--- src/rtl/serial_subtractor_if.sv ---
// Handshake/data bundle for serial_subtractor; the ovf signal exists only when SUB_OVF_EN is defined.
interface serial_subtractor_if #(parameter int N = 4);
  logic         start;
  logic [N:0]   data_a;
  logic [N:0]   data_b;
  logic         busy;
  logic         done;
  logic [N:0]   out;
  logic         bout;
`ifdef SUB_OVF_EN
  logic         ovf;

  modport master (output start, data_a, data_b, input busy, done, out, bout, ovf);
  modport slave  (input start, data_a, data_b, output busy, done, out, bout, ovf);
`else
  modport master (output start, data_a, data_b, input busy, done, out, bout);
  modport slave  (input start, data_a, data_b, output busy, done, out, bout);
`endif
endinterface

--- src/rtl/serial_subtractor.sv ---
// Bit-serial (LSB first) N+1-bit subtractor: IDLE -> SHIFT (N+1 cycles) -> DONE.
// Optional signed-overflow flag enabled by defining SUB_OVF_EN.
module serial_subtractor #(
  parameter int N = 4
) (
  input  logic               clk,
  input  logic               reset,
  serial_subtractor_if.slave bus
);

  localparam int CNT_W = $clog2(N + 2);
  localparam logic [CNT_W-1:0] LAST = CNT_W'(N);

  localparam logic [1:0] IDLE  = 2'd0;
  localparam logic [1:0] SHIFT = 2'd1;
  localparam logic [1:0] DONE  = 2'd2;

  logic [1:0]       state;
  logic [N:0]       a_sr;
  logic [N:0]       b_sr;
  logic [N-1:0]     res_sr;
  logic [CNT_W-1:0] cnt;
  logic             br;
  logic [N:0]       out_q;
  logic             bout_q;
  logic             d;
  logic             br_nxt;
`ifdef SUB_OVF_EN
  logic             a_msb;
  logic             b_msb;
  logic             ovf_q;
`endif

  // Full-subtractor cell: returns {borrow_out, difference}.
  function automatic logic [1:0] sub_bit(input logic a, input logic b, input logic bi);
    return {(~a & b) | (~(a ^ b) & bi), a ^ b ^ bi};
  endfunction

  assign {br_nxt, d} = sub_bit(a_sr[0], b_sr[0], br);

  always_ff @(posedge clk or negedge reset) begin
    if (!reset) begin
      state  <= IDLE;
      a_sr   <= '0;
      b_sr   <= '0;
      res_sr <= '0;
      cnt    <= '0;
      br     <= 1'b0;
      out_q  <= '0;
      bout_q <= 1'b0;
`ifdef SUB_OVF_EN
      a_msb  <= 1'b0;
      b_msb  <= 1'b0;
      ovf_q  <= 1'b0;
`endif
    end else begin
      case (state)
        IDLE: begin
          if (bus.start) begin
            a_sr  <= bus.data_a;
            b_sr  <= bus.data_b;
            br    <= 1'b0;
            cnt   <= '0;
            state <= SHIFT;
`ifdef SUB_OVF_EN
            a_msb <= bus.data_a[N];
            b_msb <= bus.data_b[N];
`endif
          end
        end
        SHIFT: begin
          a_sr   <= a_sr >> 1;
          b_sr   <= b_sr >> 1;
          res_sr <= {d, res_sr[N-1:1]};
          br     <= br_nxt;
          cnt    <= cnt + 1'b1;
          // The last difference bit is still combinational here, so results load from d directly.
          if (cnt == LAST) begin
            state  <= DONE;
            out_q  <= {d, res_sr};
            bout_q <= br_nxt;
`ifdef SUB_OVF_EN
            ovf_q  <= (a_msb != b_msb) && (d != a_msb);
`endif
          end
        end
        DONE:    state <= IDLE;
        default: state <= IDLE;
      endcase
    end
  end

  assign bus.busy = (state == SHIFT);
  assign bus.done = (state == DONE);
  assign bus.out  = out_q;
  assign bus.bout = bout_q;
`ifdef SUB_OVF_EN
  assign bus.ovf  = ovf_q;
`endif

endmodule

--- src/flat_wrapper.sv ---
// flat-port wrapper written by rule: the top's interface ports become plain ports
module serial_subtractor_flat 
#(
  parameter int N = 4
)
  (clk, reset, bus_start, bus_data_a, bus_data_b, bus_busy, bus_done, bus_out, bus_bout);
  serial_subtractor_if #(.N(N)) bus_i ();
  input  logic clk;
  input  logic reset;
  input wire logic [$bits(bus_i.start)-1:0] bus_start;
  input wire logic [$bits(bus_i.data_a)-1:0] bus_data_a;
  input wire logic [$bits(bus_i.data_b)-1:0] bus_data_b;
  output wire logic [$bits(bus_i.busy)-1:0] bus_busy;
  output wire logic [$bits(bus_i.done)-1:0] bus_done;
  output wire logic [$bits(bus_i.out)-1:0] bus_out;
  output wire logic [$bits(bus_i.bout)-1:0] bus_bout;
  assign bus_i.start = bus_start;
  assign bus_i.data_a = bus_data_a;
  assign bus_i.data_b = bus_data_b;
  assign bus_busy = bus_i.busy;
  assign bus_done = bus_i.done;
  assign bus_out = bus_i.out;
  assign bus_bout = bus_i.bout;
  serial_subtractor #(.N(N)) u_core (.clk(clk), .reset(reset), .bus(bus_i));
endmodule
--- config.mk ---
export PLATFORM = sky130hd
export DESIGN_NAME = serial_subtractor_flat
export DESIGN_NICKNAME = d
export VERILOG_FILES = /design/src/rtl/serial_subtractor_if.sv /design/src/rtl/serial_subtractor.sv /design/src/flat_wrapper.sv
export SDC_FILE = /design/constraint.sdc
export NUM_CORES = 1
export LEC_CHECK = 0
export ABC_AREA = 0
export ABC_CLOCK_PERIOD_IN_PS = 2800
export CORE_UTILIZATION = 54
export CTS_CLUSTER_SIZE = 14
export DETAILED_ROUTE_END_ITERATION = 10
export MAX_ROUTING_LAYER = met4
export PLACE_DENSITY = 0.92
export SLEW_MARGIN = 20
export SYNTH_ARGS = -nofsm -noshare
export SYNTH_HDL_FRONTEND = slang
export SYNTH_SLANG_ARGS = --single-unit
export TNS_END_PERCENT = 50
--- constraint.sdc ---
create_clock -name clk -period 2.8 [get_ports clk]
set_input_delay 0.28 -clock clk [delete_from_list [all_inputs] [get_ports clk]]
set_output_delay 0.28 -clock clk [all_outputs]
set_load 0.01 [all_outputs]
==> results.toml <==
[floorplan]
die-area_um2 = 2345
rows = 16
core_area_um2 = 2002
die-height_um = 48.42
start_util_pct = 58.12
die_x_um = 48.42
io_pins = 21

[timing]
slew_viol_final = 0
relSlewSlack_pct = 73.25
tightest_slew_ns = 0.4013
setup_violations = 0
setup-tns-final_ns = 0
fmax_mhz = 486.7
hold_violations = 0
hold_ws_ns = 0.2918
min_period_over_period_pct = 73.38
clock_skew_ns = 0.005082
final.min_clock_period_ns = 2.055
rsz0062_at_grt = "no"

[global_route]
grt_start_max_net_pins = 27
grt_pass1_vias = 812
grt_usage_pct = 22.92
antenna_found_initial = 0
grt_pass1_wl_um = 3933
grt-ovfl-total = 0

[layout]
fin_cells = 141
final_nets = 131
diodes = 0
nFillCells = 127
area_growth_pct = 22.15
seq_area_um2 = 650.6
drive_above_1_share_pct = 16.67
multi_input_area_um2 = 442.9

[power_and_ir_drop]
p_comb_share_pct = 43.1
intPower_uw = 1101
power_density_nw_per_um2 = 1188
pwr-share-seq_pct = 41.7
p_clk_share_pct = 15.1
p_leak_uw = 0.0006327
ir_drop_v = 0.0006851
p_switching_uw = 587.6
swShare_pct = 34.80

[critical_path]
cp-startpoint = "u_core.state[1]$_DFFE_PN0P_"
required_ns = 2.52
r2r_setup_slack_ns = 1.34
r2r_start = "u_core.state[0]$_DFFE_PN0P_"
timing.rr.end = "u_core.b_sr[0]$_DFFE_PN0P_"
crit_arrival_ns = 1.77
critPathKind = "flip-flop to primary output"
worst_setup_path_end_kind = "primary output"
cp-endpoint = "bus_done"
reg2reg_depth = 3
cp-start-kind = "flip-flop"
path_max_fanout = 9

[clock_network]
post_cts_resized = 0
htreeDepth = 1
clock_path_buffers = 2
cts_root_buffer = "clkbuf_4"
cts_setup_buffers = 0
clock_latency_ns = 0.33
cts-hold-fix-buffers = 0
clkSlewWorstSetupHoldPaths_ns = 0.14
cts_tree = "yes"
clock_sinks = 26
numCtsBuffers = 3

[synthesis]
syn-instance-count = 92
yosys_warnings = 0
syn_area_um2 = 1164
syn_nets = 108
synth-seq-cells = 26
yosysSeqAreaShare_pct = 55.91
syn_area_per_cell_um2 = 12.65
synth_cell_types = 26

[detailed_routing]
met2_length_um = 1115
vias = 796
dr.max_layer_used = "met4"
drt-met1-wl_um = 1013
finalWirelength_um = 2237
drtAntennaViolNets = 0
viasPerCell = 5.645
avgRoutedWirePerCell_um = 15.87
drcViolationCount = 0
drtIter0Drc = 24
dr_wl_met3_um = 59
dr.pass1.iters = 4

[placed_design]
gp_congestion = 0.8393
dp_hpwl_um = 1592
io_buffer_count = 20
place_inst = 137

[outcome]
status = "completed"

[hold_path]
min_path_type = "input pin to asynchronous set/reset pin"

[flow_run]
maxCapViolCount = 0
-- critical path, cell delays in order, from the launching register on --
cell,delay [ns]
dfrtp_1,0.47
clkinv_1,0.27
nor2_1,0.17
clkdlybuf4s50_1,0.55
-- synthesized netlist by cell type, drive strengths merged --
library cell	n	share of area [%]
o22ai	13	7.0
a22o	3	2.3
a22oi	2	1.3
a2bb2oi	2	1.5
nand2b	3	2.5
nor2	5	1.6
a21oi	4	1.7
ha	2	2.2
o21ai	3	1.3
fa	1	1.7
nand2	3	0.97
dfrtp	26	56
mux2i	1	0.86
o21bai	1	0.97
buf	3	3.1
clkinv	2	0.65
mux2	9	9.7
inv	7	2.3
a31oi	1	0.54
nand4b	1	2.0
-- power by group through the flow --
stage	Clock (uW)	Combinational (uW)	Sequential [uW]
2_1_floorplan	0	541	675
3_3_place_gp	0	693	687
3_5_place_dp	0	727	706
4_1_cts	260	732	700
5_1_grt	275	806	728
6_report	255	729	705
-- per-layer routing --
metal / vias up / track usage [%]
met3: 4 / 2.201
met4: 0 / 10.29
met5: - / -
met1: 393 / 32.13
li1: 381 / -
met2: 18 / 34.27
-- how the worst min path moves through the flow --
stage                                             start                            end  slack, ns
after floorplan                                   reset     u_core.a_sr[0]$_DFFE_PN0P_      -0.02
after CTS                                         reset      u_core.cnt[2]$_DFFE_PN0P_       0.30
after global routing                              reset      u_core.cnt[1]$_DFFE_PN0P_       0.33
after global placement      u_core.bus.bout$_DFFE_PN0P_    u_core.bus.bout$_DFFE_PN0P_       0.48
after detailed placement  u_core.bus.out[0]$_DFFE_PN0P_  u_core.bus.out[0]$_DFFE_PN0P_       0.50
final                                             reset      u_core.cnt[1]$_DFFE_PN0P_       0.29
-- layout by cell type (no fill, tap or decap), types with 2 or more instances in the layout --
master            n
o22ai_1          13
nor2_1            5
nand2_1           3
inv_1             6
mux2_4            3
a22oi_1           2
o21ai_0           3
a21oi_1           4
clkinv_1          2
dfrtp_1          26
mux2_2            6
clkbuf_4          3
clkdlybuf4s50_1  20
a2bb2oi_1         2
ha_1              2
a22o_1            3
-- metrics by stage --
stage          power (uW)  util, %  cell area, um^2  setup WS (ns)
5_1_grt              1808    71.00             1421         0.6227
6_report             1689    71.00             1421         0.7454
4_1_cts              1692    71.00             1421         0.7548
2_1_floorplan        1216        -             1164          1.576
3_3_place_gp         1380    68.38             1369          1.206
3_5_place_dp         1432    68.38             1369          1.139
-- flip-flops by register name (all words and copies together), names as in the netlist --
name	cells
u_core.res_sr	4
u_core.cnt	3
u_core.br	1
u_core.bus.out	5
u_core.bus.bout	1
u_core.b_sr	5
u_core.state	2
u_core.a_sr	5
-- kinds of logic (layout without fill, tap and decap cells) --
family	after synthesis	in the layout	share of synthesized area, %
buffers and inverters	12	34	6.021
AND/OR/NAND/NOR	12	12	7.097
AO/OA/AOI/OAI	29	29	16.56
multiplexers	10	10	10.54
adder cells (fa/ha/maj)	3	3	3.871
flip-flops	26	26	55.91
-- area by class of cell --
cell class,instances,area share [%]
Clock inverter,1,2.113
Tap cell,27,2.377
Sequential cell,26,45.77
Multi-Input combinational cell,54,31.16
Inverter,9,2.377
Timing Repair Buffer,21,14.61
Clock buffer,3,1.585
No activity file was read; power rests on OpenSTA's default activity.
